==> config.mk <==
export PLATFORM = sky130hd
export DESIGN_NAME = priv_trap_ctrl_flat
export DESIGN_NICKNAME = d
export VERILOG_FILES = /design/src/rtl/priv_trap_ctrl_pkg.sv /design/src/rtl/priv_trap_ctrl_if.sv /design/src/rtl/priv_trap_ctrl_prio.sv /design/src/rtl/priv_trap_ctrl.sv /design/src/flat_wrapper.sv
export SDC_FILE = /design/constraint.sdc
export NUM_CORES = 1
export LEC_CHECK = 0
export CORE_AREA = 2 2 110 112
export CTS_BUF_LIST = sky130_fd_sc_hd__clkbuf_4
export DETAILED_ROUTE_END_ITERATION = 16
export DIE_AREA = 0 0 112 114
export DONT_BUFFER_PORTS = 1
export HOLD_SLACK_MARGIN = 0.06
export RECOVER_POWER = 25
export SYNTH_ARGS = -nofsm -noshare
export SYNTH_HDL_FRONTEND = slang
export SYNTH_SLANG_ARGS = --single-unit
==> constraint.sdc <==
create_clock -name CLK -period 1.9 [get_ports CLK]
set_clock_uncertainty 0.2 [all_clocks]
set_input_delay 0.57 -clock CLK [delete_from_list [all_inputs] [get_ports CLK]]
set_output_delay 0.57 -clock CLK [all_outputs]
set_load 0.005 [all_outputs]
==> src/rtl/priv_trap_ctrl_pkg.sv <==
// machine_mode_types_1_12_pkg: trap controller state/kind types, cause codes and defaults.
package machine_mode_types_1_12_pkg;
    localparam int NUM_EXTENSIONS = 4;
    localparam int RMGMT_BASE_DEFAULT = 24;
    typedef logic [1:0] trap_state_t;
    localparam trap_state_t IDLE = 2'd0;
    localparam trap_state_t DRAIN = 2'd1;
    localparam trap_state_t REDIRECT = 2'd2;
    typedef enum logic [1:0] {EXC, INT, RET} trap_kind_t;
    localparam logic [31:0] CAUSE_MAL_INSN = 32'd0;
    localparam logic [31:0] CAUSE_FAULT_INSN = 32'd1;
    localparam logic [31:0] CAUSE_ILLEGAL = 32'd2;
    localparam logic [31:0] CAUSE_BREAKPOINT = 32'd3;
    localparam logic [31:0] CAUSE_MAL_L = 32'd4;
    localparam logic [31:0] CAUSE_FAULT_L = 32'd5;
    localparam logic [31:0] CAUSE_MAL_S = 32'd6;
    localparam logic [31:0] CAUSE_FAULT_S = 32'd7;
    localparam logic [31:0] CAUSE_ENV_M = 32'd11;
    localparam logic [31:0] IRQ_SOFT = 32'd3;
    localparam logic [31:0] IRQ_TIMER = 32'd7;
    localparam logic [31:0] IRQ_EXT = 32'd11;
    function automatic int cause_w(input int n);
        return n > 1 ? $clog2(n) : 1;
    endfunction
endpackage

==> src/rtl/priv_trap_ctrl_if.sv <==
// priv_trap_ctrl_if: hazard unit (master) <-> priv trap controller (slave) request/redirect bundle.
interface priv_trap_ctrl_if import machine_mode_types_1_12_pkg::*; #(
    parameter int NUM_EXT = NUM_EXTENSIONS
);
    logic fault_insn, mal_insn, illegal_insn, fault_l, mal_l, fault_s, mal_s, breakpoint, env_m;
    logic ret;
    logic pipe_clear;
    logic [31:0] epc;
    logic [31:0] badaddr;
    logic ex_rmgmt;
    logic [cause_w(NUM_EXT)-1:0] ex_rmgmt_cause;
    logic intr;
    logic insert_pc;
    logic [31:0] priv_pc;
    modport master (
        output fault_insn, mal_insn, illegal_insn, fault_l, mal_l, fault_s, mal_s, breakpoint, env_m,
        output ret, pipe_clear, epc, badaddr, ex_rmgmt, ex_rmgmt_cause,
        input intr, insert_pc, priv_pc
    );
    modport slave (
        input fault_insn, mal_insn, illegal_insn, fault_l, mal_l, fault_s, mal_s, breakpoint, env_m,
        input ret, pipe_clear, epc, badaddr, ex_rmgmt, ex_rmgmt_cause,
        output intr, insert_pc, priv_pc
    );
endinterface

==> src/rtl/priv_trap_ctrl_prio.sv <==
// priv_trap_prio: combinational pick of the winning exception/interrupt/ret and its mcause.
module priv_trap_prio import machine_mode_types_1_12_pkg::*; #(
    parameter int NUM_EXT = NUM_EXTENSIONS,
    parameter int RMGMT_BASE = RMGMT_BASE_DEFAULT
) (
    input logic breakpoint, fault_insn, mal_insn, illegal_insn, env_m,
    input logic mal_s, mal_l, fault_s, fault_l,
    input logic ex_rmgmt,
    input logic [cause_w(NUM_EXT)-1:0] ex_rmgmt_cause,
    input logic ext_int, soft_int, timer_int, mie_global,
    input logic ret,
    output logic valid,
    output trap_kind_t kind,
    output logic [31:0] mcause,
    output logic tval_sel
);
    logic exc, irq;
    logic [31:0] exc_cause, irq_cause;
    assign exc = breakpoint | fault_insn | mal_insn | illegal_insn | env_m
               | mal_s | mal_l | fault_s | fault_l | ex_rmgmt;
    assign irq = mie_global & (ext_int | soft_int | timer_int);
    assign exc_cause = breakpoint   ? CAUSE_BREAKPOINT :
                       fault_insn   ? CAUSE_FAULT_INSN :
                       mal_insn     ? CAUSE_MAL_INSN :
                       illegal_insn ? CAUSE_ILLEGAL :
                       env_m        ? CAUSE_ENV_M :
                       mal_s        ? CAUSE_MAL_S :
                       mal_l        ? CAUSE_MAL_L :
                       fault_s      ? CAUSE_FAULT_S :
                       fault_l      ? CAUSE_FAULT_L :
                                      32'(RMGMT_BASE) + 32'(ex_rmgmt_cause);
    assign irq_cause = ext_int ? IRQ_EXT : soft_int ? IRQ_SOFT : IRQ_TIMER;
    assign valid = exc | irq | ret;
    assign kind = exc ? EXC : irq ? INT : RET;
    assign mcause = exc ? exc_cause : irq ? (32'h8000_0000 | irq_cause) : 32'd0;
    // only address-type faults carry badaddr; higher-priority non-address causes mask them
    assign tval_sel = exc & ~breakpoint & (fault_insn | mal_insn
                    | (~illegal_insn & ~env_m & (mal_s | mal_l | fault_s | fault_l)));
endmodule

==> src/rtl/priv_trap_ctrl.sv <==
// priv_trap_ctrl: trap/xRET sequencer (IDLE->DRAIN->REDIRECT) driving CSR strobes and pc redirect.
// Optional `VECTORED_TRAP_EN: interrupts vector off mtvec when mtvec[1:0]==2'b01.
module priv_trap_ctrl import machine_mode_types_1_12_pkg::*; #(
    parameter int NUM_EXT = NUM_EXTENSIONS,
    parameter int RMGMT_BASE = RMGMT_BASE_DEFAULT
) (
    input logic CLK,
    input logic nRST,
    priv_trap_ctrl_if.slave tif,
    input logic ext_int,
    input logic soft_int,
    input logic timer_int,
    input logic mie_global,
    input logic [31:0] mtvec,
    input logic [31:0] mepc_r,
    output logic mepc_wen,
    output logic mcause_wen,
    output logic mtval_wen,
    output logic [31:0] mepc_wdata,
    output logic [31:0] mcause_wdata,
    output logic [31:0] mtval_wdata,
    output logic mstatus_push,
    output logic mstatus_pop
);
    trap_state_t state, state_n;
    trap_kind_t kind_q, p_kind;
    logic [31:0] cause_q, epc_q, tval_q, p_mcause, base, trap_pc;
    logic p_valid, p_tval_sel, commit;
    priv_trap_prio #(.NUM_EXT(NUM_EXT), .RMGMT_BASE(RMGMT_BASE)) u_prio (
        .breakpoint(tif.breakpoint), .fault_insn(tif.fault_insn), .mal_insn(tif.mal_insn),
        .illegal_insn(tif.illegal_insn), .env_m(tif.env_m), .mal_s(tif.mal_s),
        .mal_l(tif.mal_l), .fault_s(tif.fault_s), .fault_l(tif.fault_l),
        .ex_rmgmt(tif.ex_rmgmt), .ex_rmgmt_cause(tif.ex_rmgmt_cause),
        .ext_int(ext_int), .soft_int(soft_int), .timer_int(timer_int),
        .mie_global(mie_global), .ret(tif.ret),
        .valid(p_valid), .kind(p_kind), .mcause(p_mcause), .tval_sel(p_tval_sel)
    );
    assign state_n = (state == IDLE)  ? (p_valid ? DRAIN : IDLE) :
                     (state == DRAIN) ? (tif.pipe_clear ? REDIRECT : DRAIN) : IDLE;
    always_ff @(posedge CLK or negedge nRST) begin
        if (!nRST) begin
            state <= IDLE;
            kind_q <= EXC;
            cause_q <= '0;
            epc_q <= '0;
            tval_q <= '0;
        end else begin
            state <= state_n;
            if (state == IDLE && p_valid) begin
                kind_q <= p_kind;
                cause_q <= p_mcause;
                epc_q <= tif.epc;
                tval_q <= p_tval_sel ? tif.badaddr : '0;
            end
        end
    end
    assign commit = (state == DRAIN) && tif.pipe_clear;
    assign mepc_wen = commit && kind_q != RET;
    assign mcause_wen = mepc_wen;
    assign mtval_wen = mepc_wen;
    assign mstatus_push = mepc_wen;
    assign mstatus_pop = commit && kind_q == RET;
    assign mepc_wdata = epc_q;
    assign mcause_wdata = cause_q;
    assign mtval_wdata = tval_q;
    assign tif.intr = state != IDLE;
    assign tif.insert_pc = state == REDIRECT;
    assign base = mtvec & ~32'd3;
`ifdef VECTORED_TRAP_EN
    assign trap_pc = (kind_q == INT && mtvec[1:0] == 2'b01) ? base + {25'd0, cause_q[4:0], 2'b00} : base;
`else
    assign trap_pc = base;
`endif
    assign tif.priv_pc = tif.insert_pc ? (kind_q == RET ? mepc_r : trap_pc) : '0;
endmodule
==> src/flat_wrapper.sv <==
// flat-port wrapper written by rule: the top's interface ports become plain ports
module priv_trap_ctrl_flat import machine_mode_types_1_12_pkg::*;
#(
    parameter int NUM_EXT = NUM_EXTENSIONS,
    parameter int RMGMT_BASE = RMGMT_BASE_DEFAULT
)
  (CLK, nRST, ext_int, soft_int, timer_int, mie_global, mtvec, mepc_r, mepc_wen, mcause_wen, mtval_wen, mepc_wdata, mcause_wdata, mtval_wdata, mstatus_push, mstatus_pop, tif_fault_insn, tif_mal_insn, tif_illegal_insn, tif_fault_l, tif_mal_l, tif_fault_s, tif_mal_s, tif_breakpoint, tif_env_m, tif_ret, tif_pipe_clear, tif_epc, tif_badaddr, tif_ex_rmgmt, tif_ex_rmgmt_cause, tif_intr, tif_insert_pc, tif_priv_pc);
  priv_trap_ctrl_if #(.NUM_EXT(NUM_EXT)) tif_i ();
  input logic CLK;
  input logic nRST;
  input logic ext_int;
  input logic soft_int;
  input logic timer_int;
  input logic mie_global;
  input logic [31:0] mtvec;
  input logic [31:0] mepc_r;
  output logic mepc_wen;
  output logic mcause_wen;
  output logic mtval_wen;
  output logic [31:0] mepc_wdata;
  output logic [31:0] mcause_wdata;
  output logic [31:0] mtval_wdata;
  output logic mstatus_push;
  output logic mstatus_pop;
  input wire logic [$bits(tif_i.fault_insn)-1:0] tif_fault_insn;
  input wire logic [$bits(tif_i.mal_insn)-1:0] tif_mal_insn;
  input wire logic [$bits(tif_i.illegal_insn)-1:0] tif_illegal_insn;
  input wire logic [$bits(tif_i.fault_l)-1:0] tif_fault_l;
  input wire logic [$bits(tif_i.mal_l)-1:0] tif_mal_l;
  input wire logic [$bits(tif_i.fault_s)-1:0] tif_fault_s;
  input wire logic [$bits(tif_i.mal_s)-1:0] tif_mal_s;
  input wire logic [$bits(tif_i.breakpoint)-1:0] tif_breakpoint;
  input wire logic [$bits(tif_i.env_m)-1:0] tif_env_m;
  input wire logic [$bits(tif_i.ret)-1:0] tif_ret;
  input wire logic [$bits(tif_i.pipe_clear)-1:0] tif_pipe_clear;
  input wire logic [$bits(tif_i.epc)-1:0] tif_epc;
  input wire logic [$bits(tif_i.badaddr)-1:0] tif_badaddr;
  input wire logic [$bits(tif_i.ex_rmgmt)-1:0] tif_ex_rmgmt;
  input wire logic [$bits(tif_i.ex_rmgmt_cause)-1:0] tif_ex_rmgmt_cause;
  output wire logic [$bits(tif_i.intr)-1:0] tif_intr;
  output wire logic [$bits(tif_i.insert_pc)-1:0] tif_insert_pc;
  output wire logic [$bits(tif_i.priv_pc)-1:0] tif_priv_pc;
  assign tif_i.fault_insn = tif_fault_insn;
  assign tif_i.mal_insn = tif_mal_insn;
  assign tif_i.illegal_insn = tif_illegal_insn;
  assign tif_i.fault_l = tif_fault_l;
  assign tif_i.mal_l = tif_mal_l;
  assign tif_i.fault_s = tif_fault_s;
  assign tif_i.mal_s = tif_mal_s;
  assign tif_i.breakpoint = tif_breakpoint;
  assign tif_i.env_m = tif_env_m;
  assign tif_i.ret = tif_ret;
  assign tif_i.pipe_clear = tif_pipe_clear;
  assign tif_i.epc = tif_epc;
  assign tif_i.badaddr = tif_badaddr;
  assign tif_i.ex_rmgmt = tif_ex_rmgmt;
  assign tif_i.ex_rmgmt_cause = tif_ex_rmgmt_cause;
  assign tif_intr = tif_i.intr;
  assign tif_insert_pc = tif_i.insert_pc;
  assign tif_priv_pc = tif_i.priv_pc;
  priv_trap_ctrl #(.NUM_EXT(NUM_EXT), .RMGMT_BASE(RMGMT_BASE)) u_core (.CLK(CLK), .nRST(nRST), .tif(tif_i), .ext_int(ext_int), .soft_int(soft_int), .timer_int(timer_int), .mie_global(mie_global), .mtvec(mtvec), .mepc_r(mepc_r), .mepc_wen(mepc_wen), .mcause_wen(mcause_wen), .mtval_wen(mtval_wen), .mepc_wdata(mepc_wdata), .mcause_wdata(mcause_wdata), .mtval_wdata(mtval_wdata), .mstatus_push(mstatus_push), .mstatus_pop(mstatus_pop));
endmodule
==> flow_metrics.tcl <==
set metrics [dict create \
    outcome "finished with violations" \
    violations "hold timing, setup timing" \
    dieArea_um2 12770 \
    dp_hpwl_um 8174 \
    critical_path_required_ns 2.02 \
    overflow 0 \
    avgViaCountPerCell 5.048 \
    crit_path_start_kind "input port" \
    start_util_pct 31.14 \
    drc 0 \
    ys_ff_latch 73 \
    hold_viol 73 \
    die_y_um 114 \
    grt_antenna_before_repair 0 \
    fmax_mhz 407.0 \
    crit_start "tif_mal_insn" \
    fin_crit_sh_pct 129.3 \
    timing.rr.start "u_core.state[0]$_DFF_PN0_" \
    drive_gt1_share_pct 31.68 \
    holdWs_ns -0.3973 \
    cts.sinks 73 \
    p_leak_nw 2.411 \
    clk_latency_ns 0.43 \
    port_buffers 0 \
    dp_cells 551 \
    clkSlewWorstSetupHoldPaths_ns 0.12 \
    drt-wirelength-per-cell_um 19.51 \
    vias 3291 \
    htree_levels 3 \
    power_w 0.007622 \
    track_usage_pct 16.94 \
    io_pins 283 \
    endpoint "u_core.mepc_wdata[2]$_DFFE_PN0P_" \
    fin_nets 649 \
    path_class "input port to register" \
    hold_class "input port to async pin" \
    cp-end-kind "register" \
    ir_worst_vdd_mv 0.7863 \
    reg2reg_to "u_core.mcause_wdata[0]$_DFFE_PN0P_" \
    area_growth_pct 47.99 \
    gp_congestion 0.7843 \
    yosys_warnings 0 \
    fill_cells 1084 \
    ys_top_cells_by_area "dfrtp_1, nand2_1, buf_4" \
    slew_violations 0 \
    utilization_pct 46.09 \
    final_cell_mix "nand2_1, dfrtp_1, dlygate4sd3_1" \
    grt_pass1_wl_um 16300 \
    coreArea_um2 11710 \
    firstDrtPassIters 4 \
    setup_viol 110 \
    cts_tree "yes" \
    diodes 0 \
    clock_path_buffers 2 \
    netlist.area_leader.share_pct 50.09 \
    post-route-min-period_ns 2.457 \
    first_iter_violations 178 \
    grt_max_degree 74 \
    setup_ws_ns -0.5572 \
    yosysUniqueCellTypes 30 \
    routed_wl_um 12720 \
    synth.largest_area_cell "dfrtp_1" \
    ant_nets 0 \
    synth_area_um2 3647 \
    crit_fanout 8 \
    rows 40 \
    die_w_um 112 \
    rr_worst_depth 9 \
    avgSynthCellArea_um2 9.073 \
    clock_tree.root_cell "clkbuf_4" \
    rsz0062_at_grt "yes" \
    final_common_cell "nand2_1" \
    power.density_nw_per_um2 1412 \
    max_cap_violations 0 \
    instances_no_fill 652 \
    worst-r2r-setup-slack_ns -0.04 \
    numCtsBuffers 9 \
    synth-seq-area-share_pct 50.09 \
    worstPathArrival_ns 2.58 \
    grt_pass1_vias 2983 \
    syn_inst 402 \
    preCtsSetupSlack_ns -1.012 \
]
[cell usage after synthesis]
| cell | number |
|---|---|
| nand2b_1 | 4 |
| a22o_1 | 2 |
| nor4_1 | 2 |
| nor3_1 | 5 |
| o21ai_1 | 16 |
| conb_1 | 1 |
| nand3b_1 | 1 |
| or4_4 | 1 |
| o21ai_0 | 21 |
| a32oi_1 | 1 |
| o31ai_4 | 1 |
| or2_2 | 1 |
| o31ai_1 | 2 |
| or4_1 | 2 |
| o31a_1 | 1 |
| clkbuf_1 | 15 |
| nor2b_1 | 1 |
| dfrtp_1 | 73 |
| inv_1 | 4 |
| nor2_1 | 9 |
| mux2_1 | 12 |
| nand3_1 | 1 |
| buf_4 | 39 |
| a21oi_1 | 34 |
| nand2_1 | 128 |
| a32o_1 | 1 |
| or3_1 | 1 |
| a211o_1 | 1 |
| and3_1 | 2 |
| mux2_2 | 20 |
[cell families after synthesis]
kind of cell	count (synthesis)	synth area share (%)
and+or+nand+nor	158	17.74
AOI/OAI and AO/OA	80	12.21
DFF	73	50.09
buffers and inverters	58	9.983
muxes	32	9.880
other	1	0.1028
[through the flow]
stage          area (um2)  TNS, ns
5_1_grt              5398   -50.62
2_1_floorplan        3751   -56.79
3_3_place_gp         3909   -65.47
6_report             5398   -45.62
4_1_cts              4722   -46.73
3_5_place_dp         3909   -67.94
[flip-flops by register name (all words and copies together), names as in the netlist]
signal and count:
u_core.mepc_wdata 32, u_core.state 2, u_core.mtval_wdata 32, u_core.kind_q 2
u_core.mcause_wdata 5
[layout make-up]
class                   count  area (um2)  share of cell area [%]
flip-flops and latches     73        1829                   33.89
well taps                 147       183.9                   3.408
clock inverters             6       83.83                   1.553
clock buffers               9       67.56                   1.252
repair buffers            117        1321                   24.48
multi-input cells         296        1892                   35.05
inverters                   4       20.02                  0.3709
[worst max-delay path, stage by stage]
cell       delay (ns)
or4_4            0.51
or4_4            0.52
o31ai_4          0.28
buf_6            0.21
clkbuf_16        0.19
mux2_4           0.30
[per-layer routing]
layer  part of all wire (%)  routed length [um]  global-route usage, %
met1                     34                4324                  17.30
met2                     55                7013                  32.04
met3                    8.2                1044                  4.995
met4                    2.6                 336                  7.480
met5                      0                   0                      0
[power by group]
| group | internal (W) | leakage, nW | switching, W |
|---|---|---|---|
| Combinational | 0.00195 | 1.43 | 0.00166 |
| Clock | 0.000519 | 0.0754 | 0.000546 |
| Sequential | 0.00228 | 0.910 | 0.000669 |
| Total | 0.00475 | 2.41 | 0.00287 |
[how the worst min path moves through the flow]
| stage | start | to | slack, ns |
|---|---|---|---|
| floorplan | nRST | u_core.kind_q[0]$_DFFE_PN0P_ | 0.07 |
| global placement | nRST | u_core.mtval_wdata[25]$_DFFE_PN0P_ | 0.08 |
| detailed placement | nRST | u_core.mtval_wdata[24]$_DFFE_PN0P_ | 0.08 |
| global route | nRST | u_core.mtval_wdata[24]$_DFFE_PN0P_ | -0.43 |
| finish | nRST | u_core.mtval_wdata[24]$_DFFE_PN0P_ | -0.40 |
| CTS | nRST | u_core.mtval_wdata[24]$_DFFE_PN0P_ | -0.42 |
[what timing repair did]
action,CTS,global route
pin swaps,2,16
buffers inserted,3,11
endpoints found under the hold margin,122,88
gates cloned,1,9
endpoints found under the setup margin,110,111
hold buffers,49,15
resized for setup,41,86
No activity file was read; power rests on OpenSTA's default activity.
